`config.mk`:
```
export PLATFORM = sky130hd
export DESIGN_NAME = baccarat_round_fsm
export DESIGN_NICKNAME = d
export VERILOG_FILES = /design/src/rtl/baccarat_round_fsm.sv
export SDC_FILE = /design/constraint.sdc
export NUM_CORES = 1
export LEC_CHECK = 0
export CAP_MARGIN = 10
export CORE_MARGIN = 4
export CORE_UTILIZATION = 45
export DETAILED_ROUTE_END_ITERATION = 8
export PLACE_DENSITY = 0.74
export SETUP_SLACK_MARGIN = 0.4
export SKIP_CTS_REPAIR_TIMING = 1
export SYNTH_ARGS = -nofsm -noshare
export SYNTH_HDL_FRONTEND = slang
export SYNTH_SLANG_ARGS = --single-unit
```
`constraint.sdc`:
```
create_clock -name slow_clock -period 5.2 [get_ports slow_clock]
set_input_delay 1.04 -clock slow_clock [delete_from_list [all_inputs] [get_ports slow_clock]]
set_output_delay 1.04 -clock slow_clock [all_outputs]
set_load 0.005 [all_outputs]
```
`src/rtl/baccarat_round_fsm.sv`:
```
// Baccarat round sequencer: deals four cards, applies the punto banco
// third-card rules, registers the result lights and keeps saturating tallies.
module baccarat_round_fsm #(
  parameter int TALLY_W     = 8,
  parameter int NATURAL_MIN = 8,
  parameter int AUTO_START  = 0
) (
  input  logic               slow_clock,
  input  logic               resetb,
  input  logic               start,
  input  logic [3:0]         pscore,
  input  logic [3:0]         dscore,
  input  logic [3:0]         pcard3,
  output logic               load_pcard1,
  output logic               load_pcard2,
  output logic               load_pcard3,
  output logic               load_dcard1,
  output logic               load_dcard2,
  output logic               load_dcard3,
  output logic               player_win_light,
  output logic               dealer_win_light,
  output logic               busy,
  output logic               done,
  output logic [TALLY_W-1:0] player_wins,
  output logic [TALLY_W-1:0] dealer_wins,
  output logic [TALLY_W-1:0] ties,
  output logic [TALLY_W-1:0] rounds
);

  typedef enum logic [3:0] {
    IDLE   = 4'd0,
    P1     = 4'd1,
    D1     = 4'd2,
    P2     = 4'd3,
    D2     = 4'd4,
    EVAL4  = 4'd5,
    P3     = 4'd6,
    EVALB  = 4'd7,
    D3     = 4'd8,
    SETTLE = 4'd9,
    RESULT = 4'd10
  } state_t;

  localparam logic [3:0]         NAT_MIN   = 4'(NATURAL_MIN);
  localparam logic [TALLY_W-1:0] TALLY_MAX = {TALLY_W{1'b1}};
  localparam logic [TALLY_W-1:0] TALLY_ONE = TALLY_W'(1);

  state_t             state_q, state_d;
  logic               banker_draw;
  logic               enter_result;
  logic               load_pcard1_q, load_pcard2_q, load_pcard3_q;
  logic               load_dcard1_q, load_dcard2_q, load_dcard3_q;
  logic               player_light_q, dealer_light_q;
  logic               busy_q, done_q;
  logic [TALLY_W-1:0] player_wins_q, dealer_wins_q, ties_q, rounds_q;

  function automatic logic [TALLY_W-1:0] sat_inc(input logic [TALLY_W-1:0] v);
    return (v == TALLY_MAX) ? v : v + TALLY_ONE;
  endfunction

  // Banker third-card decision after the player has drawn.
  always_comb begin
    banker_draw = 1'b0;
    case (dscore)
      4'd0, 4'd1, 4'd2: banker_draw = 1'b1;
      4'd3:             banker_draw = (pcard3 != 4'd8);
      4'd4:             banker_draw = (pcard3 >= 4'd2) && (pcard3 <= 4'd7);
      4'd5:             banker_draw = (pcard3 >= 4'd4) && (pcard3 <= 4'd7);
      4'd6:             banker_draw = (pcard3 >= 4'd6) && (pcard3 <= 4'd7);
      default:          banker_draw = 1'b0;
    endcase
  end

  // Next-state function of the round sequence.
  always_comb begin
    state_d = state_q;
    case (state_q)
      IDLE:   if (start || (AUTO_START != 0)) state_d = P1;
      P1:     state_d = D1;
      D1:     state_d = P2;
      P2:     state_d = D2;
      D2:     state_d = EVAL4;
      EVAL4: begin
        if ((pscore >= NAT_MIN) || (dscore >= NAT_MIN)) state_d = RESULT;
        else if (pscore <= 4'd5)                        state_d = P3;
        else if (dscore <= 4'd5)                        state_d = D3;
        else                                            state_d = RESULT;
      end
      P3:     state_d = EVALB;
      EVALB:  state_d = banker_draw ? D3 : RESULT;
      D3:     state_d = SETTLE;
      SETTLE: state_d = RESULT;
      RESULT: if (start) state_d = P1;
      default: state_d = IDLE;
    endcase
  end

  assign enter_result = (state_d == RESULT) && (state_q != RESULT);

  // State register with every output registered from the next state,
  // so strobes line up exactly with the state they belong to.
  always_ff @(posedge slow_clock or negedge resetb) begin
    if (!resetb) begin
      state_q        <= IDLE;
      load_pcard1_q  <= 1'b0;
      load_pcard2_q  <= 1'b0;
      load_pcard3_q  <= 1'b0;
      load_dcard1_q  <= 1'b0;
      load_dcard2_q  <= 1'b0;
      load_dcard3_q  <= 1'b0;
      player_light_q <= 1'b0;
      dealer_light_q <= 1'b0;
      busy_q         <= 1'b0;
      done_q         <= 1'b0;
      player_wins_q  <= '0;
      dealer_wins_q  <= '0;
      ties_q         <= '0;
      rounds_q       <= '0;
    end else begin
      state_q       <= state_d;
      load_pcard1_q <= (state_d == P1);
      load_dcard1_q <= (state_d == D1);
      load_pcard2_q <= (state_d == P2);
      load_dcard2_q <= (state_d == D2);
      load_pcard3_q <= (state_d == P3);
      load_dcard3_q <= (state_d == D3);
      busy_q        <= (state_d != IDLE) && (state_d != RESULT);
      done_q        <= enter_result;
      if (enter_result) begin
        // Scores presented in the deciding state are final for this round.
        player_light_q <= (pscore >= dscore);
        dealer_light_q <= (dscore >= pscore);
        rounds_q       <= sat_inc(rounds_q);
        if (pscore > dscore)      player_wins_q <= sat_inc(player_wins_q);
        else if (dscore > pscore) dealer_wins_q <= sat_inc(dealer_wins_q);
        else                      ties_q        <= sat_inc(ties_q);
      end else if (state_d == P1) begin
        player_light_q <= 1'b0;
        dealer_light_q <= 1'b0;
      end
    end
  end

  assign load_pcard1      = load_pcard1_q;
  assign load_pcard2      = load_pcard2_q;
  assign load_pcard3      = load_pcard3_q;
  assign load_dcard1      = load_dcard1_q;
  assign load_dcard2      = load_dcard2_q;
  assign load_dcard3      = load_dcard3_q;
  assign player_win_light = player_light_q;
  assign dealer_win_light = dealer_light_q;
  assign busy             = busy_q;
  assign done             = done_q;
  assign player_wins      = player_wins_q;
  assign dealer_wins      = dealer_wins_q;
  assign ties             = ties_q;
  assign rounds           = rounds_q;

endmodule

```
== Yosys cells after proc, flatten, opt, wreduce, memory -nomap -nowiden ==
Cells that the tools add are included.

* $lt $le $gt $ge: 12
* Reduce and logical (&&, ||, !) cells: 16
* Muxes and demuxes: 10
* Add/sub/neg operators: 4
* Bitwise operators: 6
* Equal/unequal tests: 30

{| class="wikitable"
|+ Operators with widths
! cell !! count
|-
| 4-bit one-hot mux with 10 select lines || 1
|-
| 4-bit by 3-bit == test with 1-bit output (second input constant) || 9
|-
| 8-bit by 1-bit adder with 8-bit output (second input constant) || 4
|-
| 8-bit == test (second input constant) || 4
|-
| 4-bit by 2-bit == test with 1-bit output (second input constant) || 6
|-
| 4-bit == test (second input constant) || 5
|-
| 4-bit by 1-bit == test with 1-bit output (second input constant) || 3
|-
| 4-bit by 3-bit less-or-equal comparator with 1-bit output (second input constant) || 3
|-
| 4-bit 2-to-1 mux || 3
|-
| 4-bit inequality test (second input constant) || 3
|-
| 4-bit by 3-bit greater-or-equal comparator with 1-bit output (second input constant) || 2
|-
| 4-bit greater-or-equal comparator || 2
|-
| 4-bit greater-or-equal comparator (second input constant) || 2
|-
| 4-bit > comparator || 2
|-
| 4-bit logical NOT || 2
|-
| 4-bit AND reduction || 2
|-
| 1-bit inverter || 6
|-
| 1-bit logical AND || 5
|-
| 1-bit one-hot mux with 5 select lines || 1
|-
| 4-bit by 2-bit greater-or-equal comparator with 1-bit output (second input constant) || 1
|-
| 2-bit 2-to-1 mux || 2
|-
| 4-bit nonzero test || 1
|-
| 1-bit 2-to-1 mux || 3
|-
| 3-bit AND reduction || 1
|-
| other kinds (5) || 5
|}

* Output and inout port bits: 42
* Word-level logic and storage cells: 93
* Flip-flop bits (word level): 46
* Input bits: 15

== Logic depth before layout (Yosys ltp) ==
Gate-level depths: netlist of the first run.

* Word-level depth: 8
* Depth in mapped cells: 10
* Depth with buffers taken out: 8

== Worst setup path before layout of the first run ==
OpenSTA, ideal clock, no wires.

* Kind: input to register
* Start point: input start
* End point: register dealer_wins_q[6] (netlist: dealer_wins[6])
* Arrival time: 2.702 ns
* Buffers on the path: 1
* Data required time: 5.076 ns
* Stages on the path: 7
* Setup time: 0.124 ns
* Path slack: 2.374 ns
* Cells stage by stage: or3b_1 -> a21oi_1 -> o221ai_2 -> and2_4 -> buf_6 -> or4_4 -> xnor2_2

* Word-level cells in the longest chain between the ends: 5

{| class="wikitable"
|+ Ends and longest elaborated chain
! element !! RTL line !! text
|-
| from (decl) || 10 || <nowiki>input logic start,</nowiki>
|-
| 4-bit 2-to-1 mux || 78, 93 ||
|-
| 4-bit one-hot mux with 10 select lines || 77 || <nowiki>case (state_q)</nowiki>
|-
| 4-bit == test || 98 || <nowiki>assign enter_result = (state_d == RESULT) && (state_q != RESULT);</nowiki>
|-
| 1-bit logical AND || 98 ||
|-
| 4-bit AND reduction (no line) || -- ||
|-
| to (signal assigned) || 135 || <nowiki>else if (dscore > pscore) dealer_wins_q <= sat_inc(dealer_wins_q);</nowiki>
|-
| to (decl) || 55 || <nowiki>logic [TALLY_W-1:0] player_wins_q, dealer_wins_q, ties_q, rounds_q;</nowiki>
|}

No other way between the ends.
A chain may end at the register's enable or synchronous reset.

== Worst setup path after layout of the first run ==
* Start point: input pscore[3]
* End point: register ties_q[1] (netlist: ties[1])

* Word-level cells in the longest chain between the ends: 7
* Elaborated cells on any way between the ends: 13
* Those cells by class: 4 x order compare; 1 x eq/ne; 3 x mux; 2 x bitwise; 3 x reduce/logical

{| class="wikitable"
|+ Ends and longest elaborated chain
! element !! RTL line !! text
|-
| from (decl) || 11 || <nowiki>input logic [3:0] pscore,</nowiki>
|-
| 4-bit by 3-bit less-or-equal comparator with 1-bit output or 4-bit greater-or-equal comparator (tied branches) || 85, 84 ||
|-
| 4-bit 2-to-1 mux or 1-bit logical OR (tied branches) || 85, 84 ||
|-
| 4-bit 2-to-1 mux || 84 || <nowiki>if ((pscore >= NAT_MIN) || (dscore >= NAT_MIN)) state_d = RESULT;</nowiki>
|-
| 4-bit one-hot mux with 10 select lines || 77 ||
|-
| 4-bit == test || 98 ||
|-
| 1-bit logical AND || 98 ||
|-
| 4-bit AND reduction (no line) * || -- ||
|-
| to (signal assigned) || 136 || <nowiki>else ties_q <= sat_inc(ties_q);</nowiki>
|-
| to (decl) || 55 ||
|}

Every way passes the cells marked *; elsewhere a longest branch is shown, timed or not.

==> run_results.csv, run 1 <==
group,metric,value,unit
synthesis,syn_area,2310,um2
grt,grt_usage,0.163,
die,die_h,79.6,um
clock_network,cts-buffers-inserted,5,
run_status,status,"finished clean",
final_layout,nNetsFinal,297,
critical_path,rr_endpoint,"dealer_wins[6]",
timing,holdWs,0.487,ns
detailed_routing,post-route-drc-count,0,
grt,grt_antenna_before_repair,0,
placement,post-place-ws,1.75,ns
grt,grt_pass1_wl,8130,um
detailed_routing,wl_per_cell,13.7,um
critical_path,critPathMaxFanout,8,
clock_network,cts_buffer_depth,2,
timing,finalSetupTns,0,ns
final_layout,layout-drive-gt1-share,0.0764,
pwr,power.leakage,0.00131,uW
final_layout,areaGrowthSynthToFinish,29.9,%
synthesis,synth_cells,217,
synthesis,synth_flop_cell,"dfrtp_1",
critical_path,r2r_cells,6,
worst_hold_path,hp-class,"flip-flop to flip-flop",
detailed_routing,drt-total-wl,4690,um
timing,period_needed,3.15,ns
grt,grt_overflow,0,
timing,drv_slew,0,
pwr,sw_frac_of_total,0.357,
timing,hold_viol,0,
critical_path,r2r_slack,2.79,ns
pwr,power.density,429,nW/um2
clock_network,cts.sinks,46,
final_layout,final_cells,342,
die,dieArea,6340,um2
critical_path,critPathKind,"primary input to flip-flop",
timing,tightest_slew,1.00,ns
worst_hold_path,hold_path.startpoint,"ties[4]",
clock_network,cts_tree,"built",
die,core,4850,um2
critical_path,crit_path_start_kind,"primary input",
synthesis,avgSynthCellArea,10.6,um2
placement,post-place-cells,334,
placement,port_buffers,56,
critical_path,arrival,3.33,ns
detailed_routing,vias,1779,
grt,grt_pass1_vias,1784,
die,chipWidth,79.6,um
die,start_util,0.476,
critical_path,slowest_stage,"clkdlybuf4s50_1",
synthesis,synth_fp_nets,240,
job,cap_violations,0,
timing,fin_ws,2.05,ns
detailed_routing,vias_per_cell,5.20,
critical_path,cpPeakStageDelay,0.53,ns
synthesis,synth_edf_count,0,
pwr,clockPowerShare,0.177,
clock_network,cts_root_buf,"clkbuf_8",
timing,rsz0062_at_grt,"false",
synthesis,ys_ff_latch,46,
timing,max_freq,317,MHz
pwr,sequentialPowerShare,0.442,
detailed_routing,drt-pass1-iter-count,4,
synthesis,synth_seq_area_share,0.499,
clock_network,clk_pin_slew,0.08,ns
clock_network,clkLatencyLatePin,0.30,ns
worst_hold_path,worstHoldPathCells,1,
critical_path,r2r-start,"state_q[1]",
placement,gp_congestion,0.867,
placement,hpwl,3430,um
pwr,p_sw,459,uW
critical_path,path_cells,"clkdlybuf4s50_1, inv_1, ha_1, a21oi_1, a311o_1, a31o_2, a21oi_2, mux2_2",
pwr,combPwrFrac,0.381,
pwr,vdd_drop_max,273,uV
timing,slew_headroom,0.330,
pwr,power.internal,827,uW
final_layout,antenna_cells,0,
critical_path,required,5.38,ns
detailed_routing,ant_nets,0,
grt,grt_max_degree,47,
synthesis,synth.distinct_cells,44,
die,ios,57,
clock_network,cts_max_level,2,
synthesis,async_flop_share,1.00,
worst_hold_path,min_to,"ties[4]",
timing,post-route-period-util,0.606,
synthesis,synth_warnings,0,
critical_path,cp-end-kind,"flip-flop",
timing,skew,0.0136,ns
detailed_routing,drtIter0Drc,87,
die,rows,25,
timing,setup_violations,0,
==> critical path, delay by kind of cell <==
family,cells,cell delay [ns]
AOI/OAI and AO/OA,4,1.04
muxes,1,0.38
adders and majority gates,1,0.30
buffers and inverters,2,0.59
==> cell usage in the layout, fill, tap and decap left out, drive strengths merged, types with 2 or more instances in the layout <==
cell	synthesis	final
a21oi	8	8
and2	3	3
and3	8	8
clkbuf	2	5
clkdlybuf4s50	0	55
dfrtp	46	46
ha	8	8
inv	11	12
mux2	5	5
nand2	16	16
nand2b	5	5
nand3	13	13
nand4	15	15
nor2	11	11
nor3	9	9
nor4	2	2
o21ai	4	4
or3b	2	2
xnor2	23	23
xor2	5	5
==> sequential cells by signal (all words and copies together) (netlist names) <==
register / cells
state_q: 4
player_wins: 8
load_dcard2: 1
ties: 8
load_dcard3: 1
dealer_win_light: 1
load_pcard1: 1
load_pcard2: 1
busy: 1
rounds: 8
dealer_wins: 8
load_dcard1: 1
load_pcard3: 1
player_win_light: 1
done: 1
==> synth_stat cells (2+ instances only) <==
cell type,number,share of area
nor2_1,11,0.018
and3_1,8,0.022
nor3_1,9,0.020
nand2_1,16,0.026
a21oi_1,7,0.015
ha_1,8,0.043
mux2_2,4,0.020
nand2b_1,5,0.014
or3b_1,2,0.0076
inv_1,10,0.016
xnor2_1,22,0.083
nand4_1,15,0.041
and2_1,2,0.0054
clkbuf_1,2,0.0033
buf_6,2,0.0098
xor2_1,5,0.019
nor4_1,2,0.0054
o21ai_0,4,0.0087
nand3_1,13,0.028
dfrtp_1,46,0.50
==> worst max-delay path by stage <==
stage                    from             end  slack, ns  cells past startpoint
floorplan               start  dealer_wins[6]       2.37                      7
detailed placement  pscore[3]         ties[1]       1.75                      8
finish              pscore[3]         ties[1]       2.05                      8
global route        dscore[3]       rounds[1]       1.88                      8
global placement    pscore[3]         ties[1]       1.76                      8
CTS                 pscore[3]         ties[1]       2.07                      8
==> per-stage QoR <==
step	power, uW	utilization	cell area (um2)
floorplan	853	-	2310
global placement	1060	0.599	2910
detailed placement	1070	0.599	2910
CTS	1300	0.619	3000
global route	1390	0.619	3000
finish	1290	0.619	3000
==> cell families after synthesis <==
group	share of synthesized area
AND/OR/NAND/NOR	0.206
flip-flops	0.499
XOR/XNOR	0.109
AO/OA/AOI/OAI	0.0818
buffers and inverters	0.0363
adder cells (fa/ha/maj)	0.0434
multiplexers	0.0244
==> power groups by stage <==
stage               Combinational (uW)  Clock (uW)  Sequential, uW
floorplan                          317           0             536
global placement                   486           0             572
detailed placement                 491           0             576
CTS                                496         234             569
global route                       551         249             590
finish                             491         227             568
==> routing by layer <==
layer	track usage	share of wire	up-vias
met3	0.0361	0.039	2
met5	0	0	-
met1	0.223	0.49	845
met4	0.0464	0.0077	0
met2	0.260	0.47	44
li1	-	-	888
==> final cells by class <==
class | instances | area [um2]
Fill cell | 418 | 1850
Clock inverter | 3 | 25.0
Sequential cell | 46 | 1150
Tap cell | 67 | 83.8
Multi-Input combinational cell | 154 | 1070
Clock buffer | 5 | 68.8
Timing Repair Buffer | 56 | 556
Inverter | 11 | 41.3
Note: power is estimated with default switching activity, not from simulation.
==> run 2, diff against run 1 <==
clock period = 3.1 ns   (was 5.2 ns; I/O delays follow)
==> run 2 against run 1 <==
  * Clock power is 62% higher
  * Highest routed layer unchanged
  * Via count grew 1.9%
  * Non-clock buffer count is 3 higher
  * Hold slack improved by 0.0035 ns
  * Critical endpoint unchanged
  * Utilization rose by 0.57 points
  * Sequential power rose by 68%
  * Critical path type unchanged
  * Flip-flop and latch count is the same
  * Register-to-register slack worse by 2.1 ns
  * Global-route usage increased by 0.30 points
==> run_results.csv, run 2 (synthesized netlist as in run 1, its figures left out) <==
group,metric,value,unit
clock_network,cts_buffer_depth,2,
die,ios,57,
critical_path,slowest_stage,"clkdlybuf4s50_1",
critical_path,path_cells,"clkdlybuf4s50_1, inv_1, ha_1, a21oi_1, a311o_1, a31o_2, a21oi_2, mux2_2",
final_layout,final_util,0.624,
pwr,clockPowerShare,0.170,
pwr,power.internal,1410,uW
timing,slew_headroom,0.345,
critical_path,cpPeakStageDelay,0.52,ns
clock_network,cts_root_buf,"clkbuf_8",
critical_path,critPathMaxFanout,8,
final_layout,nNetsFinal,300,
pwr,combPwrFrac,0.388,
critical_path,critPathKind,"primary input to flip-flop",
detailed_routing,ant_nets,0,
placement,placed_cell_area,2930,um2
timing,post-route-period-util,0.852,
timing,setup_violations,0,
pwr,power.leakage,0.00133,uW
timing,skew,0.00472,ns
timing,rsz0062_at_grt,"true",
run_status,status,"finished clean",
detailed_routing,drt-pass1-iter-count,5,
critical_path,cp_top_family,"compound AO/OA/AOI/OAI gates",
grt,grt_antenna_before_repair,0,
critical_path,worst-path-buf-inv,2,
placement,port_buffers,56,
die,rows,25,
clock_network,clk_pin_slew,0.08,ns
die,core,4850,um2
pwr,sw_frac_of_total,0.345,
clock_network,cts_tree,"built",
die,dieArea,6340,um2
detailed_routing,post-route-drc-count,0,
timing,hold_viol,0,
final_layout,final_common_cell,"clkdlybuf4s50_1",
timing,max_freq,379,MHz
clock_network,cts_max_level,2,
grt,grt_pass1_wl,8370,um
placement,hpwl,3380,um
final_layout,n_fill_cell,438,
placement,gp_congestion,0.801,
pwr,vdd_drop_max,457,uV
detailed_routing,vias,1812,
die,die_h,79.6,um
final_layout,antenna_cells,0,
grt,grt_overflow,0,
pwr,sequentialPowerShare,0.442,
timing,finalSetupTns,0,ns
critical_path,cp-end-kind,"flip-flop",
grt,grt_usage,0.166,
final_layout,postLayoutCellArea,3030,um2
worst_hold_path,hp-class,"primary input to async pin",
final_layout,final_cell_mix,"clkdlybuf4s50_1, dfrtp_1, xnor2_1",
detailed_routing,drtIter0Drc,118,
timing,fin_ws,0.460,ns
grt,grt_pass1_vias,1818,
placement,post-place-ws,0.165,ns
final_layout,layout-drive-gt1-share,0.0899,
timing,drv_slew,0,
clock_network,cts-buffers-inserted,5,
die,chipWidth,79.6,um
detailed_routing,vias_per_cell,5.25,
job,cap_violations,0,
clock_network,clkLatencyLatePin,0.29,ns
pwr,power.density,714,nW/um2
critical_path,required,3.28,ns
timing,period_needed,2.64,ns
critical_path,arrival,2.82,ns
die,start_util,0.476,
detailed_routing,wl_per_cell,13.5,um
clock_network,cts.sinks,46,
grt,grt_max_degree,47,
pwr,p_sw,746,uW
final_layout,areaGrowthSynthToFinish,31.1,%
detailed_routing,drt-total-wl,4640,um
critical_path,crit_path_start_kind,"primary input",
timing,tightest_slew,0.982,ns
==> run 2: final timing paths <==
path | slack (ns) | from | end | cells past startpoint
max | 0.46 | pscore[3] | ties[1] | 8
min | 0.49 | resetb | ties[4] | 1
max reg2reg | 0.74 | state_q[1] | dealer_wins[6] | 6
min reg2reg | 0.49 | ties[4] | ties[4] | 1
max in group asynchronous | 2.01 | resetb | load_pcard3 | 1
min in group slow_clock | 0.49 | ties[4] | ties[4] | 1
==> run 2: metrics by stage <==
step	std cells	hold WS [ns]	total power (uW)
6_report	345	0.490	2160
5_1_grt	345	0.528	2340
4_1_cts	345	0.496	2170
3_5_place_dp	337	0.480	1800
3_3_place_gp	337	0.478	1780
2_1_floorplan	217	0.324	1430
==> run 2: final cells by class <==
class,instances,area (um2),share of cell area
tap,67,83.8,0.0277
clock buffer,7,86.3,0.0285
inverter,11,41.3,0.0136
multi-input combinational,154,1080,0.357
clock inverter,1,5.00,0.00165
timing repair buffer,59,578,0.191
sequential,46,1150,0.380
==> run 2: power by group through the flow <==
stage | clock network [uW] | registers, uW | logic [uW]
6_report | 367 | 955 | 838
4_1_cts | 376 | 953 | 843
3_5_place_dp | 0 | 963 | 836
2_1_floorplan | 0 | 900 | 532
5_1_grt | 412 | 990 | 939
3_3_place_gp | 0 | 960 | 822
==> run 2: metal layers <==
metal | vias to the layer above | wire, um | track usage
li1 | 889 | - | -
met1 | 876 | 2210 | 0.222
met2 | 45 | 2220 | 0.266
met3 | 2 | 178 | 0.0463
met4 | 0 | 29 | 0.0430
met5 | - | 0 | 0
==> run 3, diff against run 2 <==
CORE_UTILIZATION = 35   (was 45)
PLACE_DENSITY = default   (was 0.74)
==> run 3 against run 2 <==
  * Sequential share of layout area decreased by 0.62 points
  * Routed wire length increased by 5.8%
  * Power increased by 3.2%
  * Clock-buffer cell count increased by 1
  * Critical path depth unchanged
  * Clock power increased by 16%
  * Sequential power about the same
  * Largest cell class unchanged
==> run_results.csv, run 3 (synthesized netlist as in run 1, its figures left out) <==
group,metric,value,unit
job,cap_violations,0,
die,chipWidth,89.2,um
critical_path,r2r_cells,6,
timing,holdWs,0.496,ns
detailed_routing,wl_per_cell,13.8,um
die,core,6390,um2
final_layout,layout-drive-gt1-share,0.100,
grt,grt_usage,0.135,
grt,grt_overflow,0,
clock_network,cts_max_level,2,
placement,port_buffers,56,
detailed_routing,vias,1810,
final_layout,postLayoutCellArea,3080,um2
final_layout,final_cell_mix,"clkdlybuf4s50_1, dfrtp_1, xnor2_1",
timing,period_needed,2.68,ns
clock_network,cts_root_buf,"clkbuf_8",
clock_network,clkLatencyLatePin,0.30,ns
detailed_routing,drt-pass1-iter-count,4,
die,ios,57,
detailed_routing,wl_met1,2300,um
clock_network,cts-buffers-inserted,5,
clock_network,cts.sinks,46,
grt,grt_antenna_before_repair,0,
timing,slew_headroom,0.319,
placement,gp_congestion,0.729,
detailed_routing,drtIter0Drc,54,
placement,placed_cell_area,2960,um2
clock_network,clk_pin_slew,0.09,ns
timing,drv_slew,0,
final_layout,antenna_cells,0,
timing,hold_viol,0,
die,rows,29,
die,die_h,89.2,um
grt,grt_pass1_vias,1772,
die,start_util,0.361,
critical_path,crit_path_start_kind,"primary input",
detailed_routing,topRoutingLayerUsed,"met4",
critical_path,critPathMaxFanout,8,
placement,post-place-ws,0.165,ns
worst_hold_path,hp-class,"primary input to async pin",
pwr,power.density,724,nW/um2
timing,setup_violations,0,
final_layout,final_common_cell,"clkdlybuf4s50_1",
final_layout,nNetsFinal,302,
timing,max_freq,373,MHz
grt,grt_pass1_wl,8440,um
detailed_routing,wl_met2,2350,um
timing,post-route-period-util,0.864,
timing,finalSetupTns,0,ns
critical_path,arrival,2.86,ns
die,dieArea,7960,um2
detailed_routing,post-route-drc-count,0,
timing,fin_ws,0.421,ns
critical_path,r2r-start,"state_q[1]",
critical_path,cp-end-kind,"flip-flop",
pwr,vdd_drop_max,390,uV
final_layout,areaGrowthSynthToFinish,33.3,%
pwr,power.leakage,0.00135,uW
critical_path,cp-startpoint,"pscore[3]",
detailed_routing,ant_nets,0,
timing,skew,0.0111,ns
detailed_routing,wl_met3,201,um
timing,tightest_slew,1.02,ns
critical_path,critPathKind,"primary input to flip-flop",
grt,grt_max_degree,47,
clock_network,cts_buffer_depth,2,
run_status,status,"finished clean",
detailed_routing,vias_per_cell,5.07,
pwr,total_power,2230,uW
critical_path,required,3.28,ns
final_layout,n_fill_cell,627,
clock_network,cts_tree,"built",
timing,rsz0062_at_grt,"true",
detailed_routing,drt-total-wl,4910,um
-- run 3: area by class of cell --
type / count / area [um2] / share of cell area
sequential: 46 / 1150 / 0.374
multi-input combinational: 154 / 1080 / 0.353
timing repair buffer: 61 / 593 / 0.193
clock buffer: 8 / 110 / 0.0358
tap: 77 / 96.3 / 0.0313
inverter: 11 / 41.3 / 0.0134
-- run 3: per-stage QoR --
step / util / std cells
floorplan: - / 217
global placement: 0.463 / 349
detailed placement: 0.463 / 349
CTS: 0.480 / 357
global route: 0.482 / 357
finish: 0.482 / 357
-- run 3: metal layers --
metal  vias to the layer above  GRT usage
li1                        896          -
met1                       879      0.187
met2                        31      0.207
met3                         4     0.0350
met4                         0     0.0406
met5                         -          0
-- run 3: where the power goes --
part           internal [uW]  leakage, uW  switching (uW)
Clock                    225    0.0000575             201
Combinational            486     0.000679             363
Sequential               757     0.000609             196
Total                   1470      0.00135             760
-- run 3: path summary, 6_finish.rpt --
path | end | slack, ns
setup / recovery | ties[1] | 0.42
hold / removal | state_q[1] | 0.50
setup reg to reg | dealer_wins[6] | 0.66
hold reg to reg | dealer_wins[5] | 0.50
max in group asynchronous | player_wins[4] | 1.97
min in group slow_clock | dealer_wins[5] | 0.50
-- run 3: critical path: stages --
cell and delay (ns):
clkdlybuf4s50_1 0.56, inv_1 0.06, ha_1 0.29, a21oi_1 0.09
a311o_1 0.35, a31o_2 0.22, a21oi_2 0.29, mux2_2 0.38
